### src/rtl/data_synchronizer_pkg.sv
// Shared definitions for the enable-qualified multi-bit CDC receiver.
package data_synchronizer_pkg;

  typedef enum logic {
    StIdle = 1'b0,
    StHold = 1'b1
  } sync_state_e;

  localparam int unsigned MinStageCount = 2;

endpackage

### src/rtl/data_sync_chain.sv
// STAGE_COUNT-deep single-bit synchronizer chain with async active-high reset.
module data_sync_chain #(
  parameter int unsigned STAGE_COUNT = 2
) (
  input  logic clk,
  input  logic reset,
  input  logic d,
  output logic q
);

  logic [STAGE_COUNT-1:0] chain_q;

  // Pure flop-to-flop shift; no logic between stages.
  always_ff @(posedge clk or posedge reset) begin
    if (reset) begin
      chain_q <= '0;
    end else begin
      chain_q <= {chain_q[STAGE_COUNT-2:0], d};
    end
  end

  assign q = chain_q[STAGE_COUNT-1];

endmodule

### src/rtl/data_synchronizer.sv
// Destination-side receiver: synchronizes a level enable and captures the held bus once.
// Optional handshake level output enable_ack when DATA_SYNCHRONIZER_ACK_EN is defined.
module data_synchronizer
  import data_synchronizer_pkg::*;
#(
  parameter int unsigned          BUS_WIDTH   = 8,
  parameter int unsigned          STAGE_COUNT = 2,
  parameter logic [BUS_WIDTH-1:0] RESET_VALUE = '0
) (
  input  logic                 clk,
  input  logic                 reset,
  input  logic [BUS_WIDTH-1:0] unsynchronized_data,
  input  logic                 unsynchronized_enable,
  output logic [BUS_WIDTH-1:0] synchronous_data,
  output logic                 enable_pulse
`ifdef DATA_SYNCHRONIZER_ACK_EN
  ,
  output logic                 enable_ack
`endif
);

  if (STAGE_COUNT < MinStageCount) begin : gen_bad_stage_count
    $error("data_synchronizer: STAGE_COUNT must be at least %0d", MinStageCount);
  end

  logic        sync_enable;
  sync_state_e state_q;

  data_sync_chain #(
    .STAGE_COUNT(STAGE_COUNT)
  ) u_sync_chain (
    .clk  (clk),
    .reset(reset),
    .d    (unsynchronized_enable),
    .q    (sync_enable)
  );

  // The bus is only sampled on IDLE->HOLD, when the source guarantees it is stable.
  always_ff @(posedge clk or posedge reset) begin
    if (reset) begin
      state_q          <= StIdle;
      enable_pulse     <= 1'b0;
      synchronous_data <= RESET_VALUE;
    end else begin
      unique case (state_q)
        StIdle: begin
          if (sync_enable) begin
            synchronous_data <= unsynchronized_data;
            enable_pulse     <= 1'b1;
            state_q          <= StHold;
          end else begin
            enable_pulse <= 1'b0;
          end
        end
        StHold: begin
          enable_pulse <= 1'b0;
          if (!sync_enable) begin
            state_q <= StIdle;
          end
        end
        default: begin
          enable_pulse <= 1'b0;
          state_q      <= StIdle;
        end
      endcase
    end
  end

`ifdef DATA_SYNCHRONIZER_ACK_EN
  logic ack_q;

  // Next state is HOLD exactly when sync_enable is high, so this tracks state_q.
  always_ff @(posedge clk or posedge reset) begin
    if (reset) begin
      ack_q <= 1'b0;
    end else begin
      ack_q <= sync_enable;
    end
  end

  assign enable_ack = ack_q;
`else
  // No handshake: the source honours the minimum enable-low time between transfers.
`endif

endmodule

### config.mk
export PLATFORM = sky130hd
export DESIGN_NAME = data_synchronizer
export DESIGN_NICKNAME = d
export VERILOG_FILES = /design/src/rtl/data_synchronizer_pkg.sv /design/src/rtl/data_sync_chain.sv /design/src/rtl/data_synchronizer.sv
export SDC_FILE = /design/constraint.sdc
export NUM_CORES = 1
export LEC_CHECK = 0
export ABC_AREA = 1
export BUFFER_PORTS_ARGS = -buffer_cell sky130_fd_sc_hd__buf_2
export CORE_AREA = 4 4 41 43
export CTS_CLUSTER_DIAMETER = 80
export DETAILED_ROUTE_END_ITERATION = 12
export DIE_AREA = 0 0 45 47
export GPL_TIMING_DRIVEN = 0
export PLACE_DENSITY = 0.6
export SLEW_MARGIN = 40
export SYNTH_ARGS = -nofsm -noshare
export SYNTH_HDL_FRONTEND = slang
export SYNTH_HIERARCHICAL = 1
export SYNTH_SLANG_ARGS = --single-unit
### constraint.sdc
create_clock -name clk -period 1.4 [get_ports clk]
set_input_delay 0.14 -clock clk [delete_from_list [all_inputs] [get_ports clk]]
set_output_delay 0.14 -clock clk [all_outputs]
set_load 0.03 [all_outputs]
==> results_dict.tcl <==
set metrics [dict create \
    multi_input_area_um2 125 \
    drt_first_iter_violations 1 \
    dp_cells 76 \
    ys.flop_type "dfrtp_1" \
    synth_area_um2 454 \
    clkTransAtPathRegs_ns 0.08 \
    avgSynthCellArea_um2 10.8 \
    worstHoldPathCells 3 \
    slowest_stage "dfrtp_1" \
    fmax_ghz 1.03 \
    dieArea_um2 2120 \
    ys_seq_area_share_pct 66.1 \
    start_kind "register" \
    final_util_pct 48.0 \
    status "finished clean" \
    hold_violations 0 \
    cp_max_fo 2 \
    max_slew_margin_pct 74.7 \
    synth_cells 42 \
    cts_tree "yes" \
    leakage_nw 0.356 \
    vdd_drop_max_v 0.000681 \
    slew_viol_final 0 \
    vias 363 \
    hold_end "synchronous_data[5]$_DFFE_PP0P_" \
    worstMarginPinSlew_ns 0.379 \
    hp-start "unsynchronized_data[5]" \
    clock_sinks 12 \
    cp_data_required_time_ns 1.26 \
    synth.area.top_cells "dfrtp_1 (66%), nand2_1 (12%), nand3_1 (8.8%)" \
    antenna_found_initial 0 \
    period_share_pct 69.2 \
    synth_top_area_share_pct 66.1 \
    dpl.hpwl_um 654 \
    syn_to_final_growth_pct 37.5 \
    synth-seq-cells 12 \
    yosysTopAreaCell "dfrtp_1" \
    synthesis.nets 53 \
    max_stage_delay_ns 0.39 \
    cts_buffers 3 \
    post_cts_resized 0 \
    rr_endpoint "synchronous_data[1]$_DFFE_PP0P_" \
    tns_ns 0 \
    cp_num_buf_inv 1 \
    cap_viol_max_count 0 \
    regArea_um2 300 \
    rsz0062_at_grt "false" \
    crit_type "reg -> out" \
    nets 79 \
    finalSetupViolations 0 \
    fp-row-count 13 \
    fp.coreArea_um2 1300 \
    cts_htree_levels 1 \
    grt_pass1_wl_um 1500 \
    synthTopCellsByCount "nand2_1 (14), dfrtp_1 (12), nand3_1 (8)" \
    cts_buffer_depth 2 \
    regToRegSetupSlack_ns 0.55 \
    skew_ns 0.000661 \
    track_usage_pct 9.96 \
    insertion_delay_ns 0.26 \
    arrival_ns 0.83 \
    drc 0 \
    post_drt_wl_per_cell_um 10.7 \
    antenna_cells_inserted 0 \
    gp_congestion 0.657 \
    drtAntennaViolNets 0 \
    holdWs_ns 0.106 \
    path_cells "buf_2" \
    crit_path_end_kind "output pin" \
    grt_max_degree 11 \
    layout.cells.non_filler 82 \
    r2r_cells 4 \
    via_per_inst 4.43 \
    drive_gt1_share_pct 41.8 \
    yosys_warnings 6 \
    wirelength_um 881 \
    initial_core_util_pct 34.9 \
    die_y_um 47 \
    p_per_area_nw_per_um2 1340 \
    hold_path.class "in -> reg" \
    num-fill-cells 138 \
    drt_pre_antenna_iters 2 \
    synthArstFlopShare_pct 100 \
    io_pins 20 \
    synth_most_common_cell "nand2_1" \
    grt_overflow 0 \
    grt_pass1_vias 378 \
    fp.dieW_um 45 \
    synth-edff-count 0 \
    worstReg2RegStart "state_q$_DFF_PP0_" \
    port_buffers 19 \
    path_delay_family "flip-flops" \
    root_buffer "clkbuf_4" \
    period_needed_ns 0.969 \
    synth_cell_types 8 \
]
[worst max path at each step]
stage                                          startpoint                              end  slack (ns)  cells after the start
after floorplan                         state_q$_DFF_PP0_  synchronous_data[0]$_DFFE_PP0P_        0.63                      4
after global placement                  state_q$_DFF_PP0_  synchronous_data[6]$_DFFE_PP0P_        0.58                      4
after detailed placement                state_q$_DFF_PP0_  synchronous_data[1]$_DFFE_PP0P_        0.55                      4
after CTS                 synchronous_data[7]$_DFFE_PP0P_              synchronous_data[7]        0.42                      1
after global routing      synchronous_data[5]$_DFFE_PP0P_              synchronous_data[5]        0.40                      1
final                     synchronous_data[7]$_DFFE_PP0P_              synchronous_data[7]        0.43                      1
[flip-flops by register name, indices dropped and copies added (netlist names)]
register,flops
synchronous_data,8
u_sync_chain/chain_q,2
enable_pulse,1
state_q,1
[layout by cell type, fill, tap and decap left out, drive strengths merged]
master,count
buf,20
dfrtp,12
nand3,8
inv,4
nand2,17
dlygate4sd3,2
clkbuf,4
[report_power, final]
| group | switching [mW] | total [mW] | internal [mW] |
|---|---|---|---|
| combinational | 0.116 | 0.172 | 0.0555 |
| clock | 0.110 | 0.268 | 0.158 |
| sequential | 0.0177 | 0.399 | 0.381 |
| total | 0.244 | 0.838 | 0.594 |
[cell families (layout without fill, tap and decap cells)]
group	after synthesis	in the layout	synth area share (%)
flip-flops	12	12	66.1
AND/OR/NAND/NOR	25	25	27.5
buffers and inverters	5	30	6.34
[stage by stage]
stage               area, um^2  total power, mW  setup WS, ns
finish                     624            0.838         0.431
global route               624            0.880         0.397
CTS                        624            0.849         0.419
detailed placement         568            0.577         0.546
global placement           568            0.573         0.575
floorplan                  454            0.519         0.631
[final cells by class]
type / count / area share [%]
Multi-Input combinational cell: 25 / 20.0
Clock buffer: 4 / 5.81
Inverter: 4 / 2.81
Tap cell: 15 / 3.01
Timing Repair Buffer: 21 / 18.4
Buffer: 1 / 1.80
Sequential cell: 12 / 48.1
[metal layers]
layer	up-vias	wire length, um	global-route usage (%)
met5	-	0	0
met4	0	0	3.51
met3	0	91	2.30
met2	17	414	17.8
met1	161	376	11.7
li1	185	-	-
[what timing repair did]
action	4_1_cts	5_1_grt
setup endpoints to repair	0	0
setup buffers	0	0
hold buffers	2	0
endpoints found under the hold margin	13	0
Power figures use the tool's default switching activity.
